===== config.mk =====
export PLATFORM = sky130hd
export DESIGN_NAME = sort_seq_ip
export DESIGN_NICKNAME = d
export VERILOG_FILES = /design/src/rtl/sort_seq_ip.sv
export SDC_FILE = /design/constraint.sdc
export NUM_CORES = 1
export LEC_CHECK = 0
export ABC_AREA = 1
export CAP_MARGIN = 15
export CORE_MARGIN = 1
export CORE_UTILIZATION = 25
export CTS_CLUSTER_SIZE = 30
export DETAILED_ROUTE_END_ITERATION = 16
export HOLD_SLACK_MARGIN = 0.06
export SYNTH_ARGS = -nofsm -noshare
export SYNTH_HDL_FRONTEND = slang
export SYNTH_SLANG_ARGS = --single-unit

===== constraint.sdc =====
create_clock -name clk -period 4.1 [get_ports clk]
set_clock_uncertainty 0.1 [all_clocks]
set_input_delay 0.615 -clock clk [delete_from_list [all_inputs] [get_ports clk]]
set_output_delay 0.615 -clock clk [all_outputs]
set_load 0.005 [all_outputs]

===== src/rtl/sort_seq_ip.sv =====
// Sequential odd-even transposition sorter: stable sort of IP_WIDTH elements by weight.
// Optional SORT_EARLY_EXIT_EN: finish once two consecutive phases make no swap.
module sort_seq_ip #(
    parameter int IP_WIDTH = 8,
    parameter int CHAR_W   = 4,
    parameter int WEIGHT_W = 5
) (
    input  logic                         clk,
    input  logic                         rst,
    input  logic                         in_valid,
    output logic                         in_ready,
    input  logic                         in_desc,
    input  logic [IP_WIDTH*CHAR_W-1:0]   in_character,
    input  logic [IP_WIDTH*WEIGHT_W-1:0] in_weight,
    output logic                         out_valid,
    input  logic                         out_ready,
    output logic [IP_WIDTH*CHAR_W-1:0]   out_character,
    output logic [IP_WIDTH*WEIGHT_W-1:0] out_weight
);

    localparam int PW = $clog2(IP_WIDTH + 1);

    typedef enum logic [1:0] {
        IDLE,
        SORT,
        DONE
    } state_t;

    state_t              state;
    state_t              state_nx;
    logic [CHAR_W-1:0]   ch_q  [IP_WIDTH];
    logic [WEIGHT_W-1:0] wt_q  [IP_WIDTH];
    logic [CHAR_W-1:0]   ch_nx [IP_WIDTH];
    logic [WEIGHT_W-1:0] wt_nx [IP_WIDTH];
    logic                desc_q;
    logic [PW-1:0]       phase_q;
    logic                accept;
    logic                last_phase;

    assign in_ready   = (state == IDLE);
    assign out_valid  = (state == DONE);
    assign accept     = in_ready && in_valid;
    assign last_phase = (phase_q == PW'(IP_WIDTH - 1));

`ifdef SORT_EARLY_EXIT_EN
    logic any_swap;
    logic quiet_q;
`endif

    // One transposition phase: disjoint adjacent pairs chosen by phase parity
    always_comb begin
        for (int i = 0; i < IP_WIDTH; i++) begin
            ch_nx[i] = ch_q[i];
            wt_nx[i] = wt_q[i];
        end
`ifdef SORT_EARLY_EXIT_EN
        any_swap = 1'b0;
`endif
        for (int i = 0; i < IP_WIDTH - 1; i++) begin
            if (1'(i) == phase_q[0]) begin
                if (desc_q ? (wt_q[i] < wt_q[i+1])
                           : (wt_q[i] > wt_q[i+1])) begin
                    ch_nx[i]   = ch_q[i+1];
                    ch_nx[i+1] = ch_q[i];
                    wt_nx[i]   = wt_q[i+1];
                    wt_nx[i+1] = wt_q[i];
`ifdef SORT_EARLY_EXIT_EN
                    any_swap   = 1'b1;
`endif
                end
            end
        end
    end

    // Next-state decode for the job lifecycle
    always_comb begin
        state_nx = state;
        unique case (state)
            IDLE: begin
                if (in_valid) state_nx = SORT;
            end
            SORT: begin
                if (last_phase) state_nx = DONE;
`ifdef SORT_EARLY_EXIT_EN
                else if (!any_swap && quiet_q) state_nx = DONE;
`endif
            end
            DONE: begin
                if (out_ready) state_nx = IDLE;
            end
            default: state_nx = IDLE;
        endcase
    end

    // State register
    always_ff @(posedge clk or posedge rst) begin
        if (rst) state <= IDLE;
        else     state <= state_nx;
    end

    // Element registers, stored mode and phase counter
    always_ff @(posedge clk or posedge rst) begin
        if (rst) begin
            for (int i = 0; i < IP_WIDTH; i++) begin
                ch_q[i] <= '0;
                wt_q[i] <= '0;
            end
            desc_q  <= 1'b0;
            phase_q <= '0;
        end else if (accept) begin
            for (int i = 0; i < IP_WIDTH; i++) begin
                ch_q[i] <= in_character[i*CHAR_W +: CHAR_W];
                wt_q[i] <= in_weight[i*WEIGHT_W +: WEIGHT_W];
            end
            desc_q  <= in_desc;
            phase_q <= '0;
        end else if (state == SORT) begin
            for (int i = 0; i < IP_WIDTH; i++) begin
                ch_q[i] <= ch_nx[i];
                wt_q[i] <= wt_nx[i];
            end
            phase_q <= phase_q + 1'b1;
        end
    end

`ifdef SORT_EARLY_EXIT_EN
    // Remembers whether the previous phase was swap-free
    always_ff @(posedge clk or posedge rst) begin
        if (rst)                 quiet_q <= 1'b0;
        else if (accept)         quiet_q <= 1'b0;
        else if (state == SORT)  quiet_q <= !any_swap;
    end
`endif

    for (genvar g = 0; g < IP_WIDTH; g++) begin : g_out
        assign out_character[g*CHAR_W +: CHAR_W]   = ch_q[g];
        assign out_weight[g*WEIGHT_W +: WEIGHT_W]  = wt_q[g];
    end

endmodule


==> results of run 1 <==
[flip-flops by register name, summed over array words and instances, names as in the netlist]
name and cells:
out_character 32, state 2, out_weight 40, desc_q 1
phase_q 4
[worst max-delay path: cells and delay by family (launching register included)]
family / cells / cell delay, ns
simple gates: 9 / 1.43
flops: 1 / 0.47
buf+inv: 2 / 0.35
fa+ha+maj: 1 / 0.30
[worst min path at each step]
stage,slack (ns),depth (start not counted),startpoint,endpoint
after floorplan,0.35,1,phase_q[3],phase_q[3]
after global placement,0.38,1,phase_q[3],phase_q[3]
after detailed placement,0.41,2,out_character[8],out_character[8]
after CTS,0.42,1,phase_q[3],phase_q[3]
after global routing,0.46,2,out_character[31],out_character[31]
final,0.42,1,phase_q[3],phase_q[3]
[per-layer routing]
metal / GRT usage / vias to the layer above / wire, µm
met3: 0.0306 / 18 / 1050
met2: 0.276 / 169 / 10300
li1: - / 3433 / -
met1: 0.225 / 3121 / 10500
met5: 0 / - / 0
met4: 0.0579 / 0 / 368
[kinds of logic after synthesis]
group / share of synthesized area
AOI/OAI and AO/OA: 0.0856
xor gates and xnor gates: 0.00137
adders and majority gates: 0.0705
buffers and inverters: 0.127
DFF: 0.309
and+or+nand+nor: 0.406
[cell usage after synthesis, drive strengths merged (8+ instances only)]
library cell / n / area [µm²]
o21ai: 51 / 270
nand2: 328 / 1250
nand3: 82 / 448
clkbuf: 8 / 30.0
o211ai: 15 / 113
a22o: 9 / 78.8
inv: 151 / 567
buf: 35 / 205
nand4: 58 / 388
a21oi: 9 / 48.8
nor2: 127 / 505
dfrtp: 79 / 1980
ha: 36 / 450
[power by group through the flow]
stage | combinational, mW | clock (mW) | sequential (mW)
after CTS | 5.79 | 0.847 | 1.82
after global placement | 5.70 | 0 | 1.83
after global routing | 6.58 | 0.875 | 1.87
after detailed placement | 5.76 | 0 | 1.83
after floorplan | 4.14 | 0 | 1.60
final | 5.78 | 0.833 | 1.82
[cells in the final DEF, fill, tap and decap left out, types with 5 or more instances in the layout]
master and count:
a21oi_1 8, a22o_1 9, buf_4 6, clkbuf_16 9, clkdlybuf4s50_1 150, dfrtp_1 79
ha_1 36, inv_1 123, inv_2 27, nand2_1 322, nand2_2 5, nand3_1 76
nand3_2 5, nand4_1 54, nor2_1 123, o211ai_1 15, o21ai_0 16, o21ai_1 31
[area by class of cell]
class	instances	share of cell area
tap	330	0.0491
clock inverter	4	0.00536
multi-input combinational	722	0.429
clock buffer	12	0.0293
sequential	79	0.235
timing repair buffer	156	0.184
inverter	153	0.0685
==> results_dict.tcl, run 1 <==
set metrics [dict create \
    criticalPathCategory "reg2reg" \
    dieHeight_um 162 \
    whs_ns 0.420 \
    yosysWarningCount 0 \
    grt_start_max_net_pins 85 \
    outcome "finished clean" \
    fillers 2781 \
    worst_slack_ns 1.36 \
    min_period_ns 2.74 \
    synth-edff-count 0 \
    drt_iter0_markers 409 \
    area_growth_pct 31.6 \
    arrival_ns 2.92 \
    grt_pass1_vias 6404 \
    p_switching_mw 4.49 \
    p_seq_frac 0.215 \
    drive_gt1_frac 0.0648 \
    crit_end "out_character[0]" \
    setup_tns_ns 0 \
    vias_per_cell 4.63 \
    drcViolationCount 0 \
    grt_setup_unrepaired "no" \
    placement.io_buffers 150 \
    drv_cap 0 \
    powerDensity_nw_per_um2 1000 \
    post-place-ws_ns 1.03 \
    post_cts_resized 0 \
    die-width_um 162 \
    worst_pin_slew_ns 0.982 \
    cp_common_cell "nand2_1" \
    vias 6741 \
    drv_slew 0 \
    io_pins 151 \
    drtAntennaViolNets 0 \
    syn_area_um2 6390 \
    hold_class "reg2reg" \
    core_area_um2 25100 \
    p_total_mw 8.43 \
    htreeDepth 3 \
    intPower_mw 3.93 \
    globalRoute.totalOverflow 0 \
    crit_required_ns 4.28 \
    fin_nets 1234 \
    finalSetupViolations 0 \
    fin_crit_sh 0.668 \
    rr_worst_depth 12 \
    grt.total_usage 0.170 \
    post-route-cell-area_um2 8410 \
    tritoncts "done" \
    cts.clk_slew.worst_paths_ns 0.06 \
    final_cells 1456 \
    multi_input_area_um2 3600 \
    cp-start-kind "register" \
    r2r-end "out_character[0]" \
    cts_buffers 9 \
    detailed_place_hpwl_um 16100 \
    initial_core_util 0.254 \
    postCtsSetupRepairBufs 0 \
    grt_pass1_wl_um 34900 \
    async_flop_share 1.00 \
    crit_path_end_kind "register" \
    slowest_stage "dfrtp_1" \
    rrSetupSlack_ns 1.36 \
    fin_util 0.335 \
    place.gp.congestion 0.884 \
    die_area_um2 26200 \
    startpoint "out_weight[9]" \
    pwr-share-comb 0.686 \
    drtPass1Iterations 5 \
    clock-sinks 79 \
    crit_chain "inv_1, ha_1, nand2_1, nor2_1, nand2_1, nand3_1, nand2_1, nand2_1, nand2_1, inv_1, nand4_1, nand3_1" \
    ir_drop_mv 0.352 \
    max_freq_ghz 0.365 \
    ys_seq_area_frac 0.309 \
    crit_path_max_incr_delay_ns 0.47 \
    slew-limit-headroom 0.345 \
    routed_wl_um 22200 \
    place_area_um2 8120 \
    synth_fp_nets 1110 \
    worstPathMaxFanout 16 \
    synth.distinct_cells 35 \
    cts_max_path_buffers 2 \
    antenna_found_initial 1 \
    dp_cells 1440 \
    row_count 58 \
    syn_area_per_cell_um2 6.41 \
    p_clk_frac 0.099 \
    regArea_um2 1980 \
    synth_cells 997 \
    p_leak_nw 4.23 \
    switching_share 0.533 \
    synthFlopType "dfrtp_1" \
    postCtsHoldBufs 0 \
    num_antenna_cells 0 \
    ys_ff_latch 79 \
    clock-root-buffer "clkbuf_16" \
    drt-wirelength-per-cell_um 15.2 \
    hold_viol 0 \
    clkLatencyLatePin_ns 0.35 \
    r2r_start "out_weight[9]" \
]
Power figures use the tool's default switching activity.
==> run 2: changes to the inputs <==
- clock period: 4.1 -> 2.5 ns (I/O delays scaled with it)
==> results_dict.tcl, run 2 (synthesis results as in run 1) <==
set metrics [dict create \
    outcome "finished clean" \
    grt_pass1_wl_um 35800 \
    globalRoute.totalOverflow 0 \
    grt_pass1_vias 6620 \
    cts.clk_slew.worst_paths_ns 0.06 \
    criticalPathCategory "reg2reg" \
    num_antenna_cells 0 \
    dieHeight_um 162 \
    clkLatencyLatePin_ns 0.35 \
    met1_length_um 10600 \
    crit_path_end_kind "register" \
    drv_cap 0 \
    htreeDepth 3 \
    detailed_place_hpwl_um 16800 \
    fillers 2788 \
    drive_gt1_frac 0.0877 \
    place.gp.congestion 0.855 \
    largest_reg_flops 40 \
    placement.io_buffers 150 \
    die-width_um 162 \
    hold_class "in2async" \
    max_freq_ghz 0.438 \
    finalSetupViolations 0 \
    routed_wl_um 22200 \
    row_count 58 \
    p_leak_nw 4.40 \
    worst_pin_slew_ns 0.537 \
    drtAntennaViolNets 0 \
    postCtsHoldBufs 0 \
    clock-sinks 79 \
    min_period_ns 2.28 \
    grt.total_usage 0.173 \
    crit_required_ns 2.63 \
    wl_met3_um 909 \
    core_area_um2 25100 \
    tritoncts "done" \
    setup_tns_ns 0 \
    drtPass1Iterations 7 \
    cp_common_cell "nand2_1" \
    vias_per_cell 4.64 \
    vias 6877 \
    slowest_stage "dfrtp_1" \
    grt_setup_unrepaired "no" \
    cp-start-kind "register" \
    arrival_ns 2.41 \
    die_area_um2 26200 \
    cts_buffers 9 \
    clock-root-buffer "clkbuf_16" \
    rrSetupSlack_ns 0.22 \
    crit_path_max_incr_delay_ns 0.45 \
    area_growth_pct 36.9 \
    drt_iter0_markers 487 \
    initial_core_util 0.254 \
    topRoutingLayerUsed "met4" \
    ir_drop_mv 0.599 \
    fin_crit_sh 0.914 \
    worstPathMaxFanout 14 \
    crit_chain "inv_1, ha_1, nand2_1, nor2_1, nand2_1, nand3_1, nand2_1, nand2_1, buf_4, nand2_1, nand2_4, inv_2, nand2_1, nand3_1" \
    drv_slew 0 \
    grt_start_max_net_pins 85 \
    powerDensity_nw_per_um2 1680 \
    fin_nets 1260 \
    drt-wirelength-per-cell_um 15.0 \
    layout_commonest_cell "nand2_1" \
    drcViolationCount 0 \
    most-common-layout-cells "nand2_1 (322), clkdlybuf4s50_1 (150), inv_1 (123), nor2_1 (123), dfrtp_1 (78)" \
    cts_max_path_buffers 2 \
    antenna_found_initial 0 \
    slew-limit-headroom 0.642 \
    p_total_mw 14.7 \
    wl_met2_um 10100 \
    whs_ns 0.234 \
    fin_util 0.348 \
    hold_viol 0 \
    io_pins 151 \
]
-- run 2: cell types whose count changed in the layout (fill, tap and decap cells not counted) --
cell        delta
a21oi_4        +1
nand2_4        +1
a21oi_2        -1
clkinv_2       -3
clkbuf_1       -1
dfrtp_1        -1
dfrtp_2        +1
buf_4         +20
clkinvlp_4     +2
buf_12         +6
bufinv_16      +2
nand2_2        -1
-- run 2: path summary, 6_finish.rpt --
kind / from / end / depth (start not counted)
min in group clk: phase_q[3] / phase_q[3] / 1
max: out_weight[9] / out_character[0] / 14
min reg2reg: phase_q[3] / phase_q[3] / 1
min: rst / out_character[26] / 2
max in group asynchronous: rst / out_weight[12] / 3
max reg2reg: out_weight[9] / out_character[0] / 14
-- run 2: stage by stage --
step	setup WS, ns	instances	area [µm²]
4_1_cts	0.190	1482	8730
2_1_floorplan	0.00162	997	6390
3_3_place_gp	0.190	1466	8390
5_1_grt	0.0335	1482	8750
3_5_place_dp	0.179	1466	8390
6_report	0.216	1482	8750
-- run 2: cell type report --
type / instances / area, µm² / area share
clock inverters: 5 / 105 / 0.0120
well taps: 330 / 413 / 0.0472
inverters: 153 / 576 / 0.0658
multi-input cells: 722 / 3620 / 0.413
flip-flops and latches: 79 / 1980 / 0.226
clock buffers: 11 / 243 / 0.0277
repair buffers: 182 / 1820 / 0.208
-- run 2: per-layer routing --
| layer | global-route usage | vias up |
|---|---|---|
| met1 | 0.236 | 3218 |
| li1 | - | 3477 |
| met3 | 0.0237 | 27 |
| met2 | 0.277 | 155 |
| met4 | 0.0682 | 0 |
| met5 | 0 | - |
-- run 2: critical path, delay by kind of cell (launching register included) --
kind,cells,cell delay (ns)
AND/OR/NAND/NOR,10,0.92
buffers and inverters,3,0.38
adder cells (fa/ha/maj),1,0.31
flip-flops,1,0.45
-- run 2: power breakdown --
part           leakage [nW]  total, mW  internal [mW]  switching [mW]
registers             0.971       2.94           1.96           0.982
clock network         0.162       1.59           1.00           0.584
logic                  3.26       10.2           4.21            5.95
total                  4.40       14.7           7.18            7.52
-- run 2: what timing repair did --
item / CTS / global route
setup endpoints to repair: 0 / 13
gates resized for setup: 0 / 3
setup buffers: 0 / 0
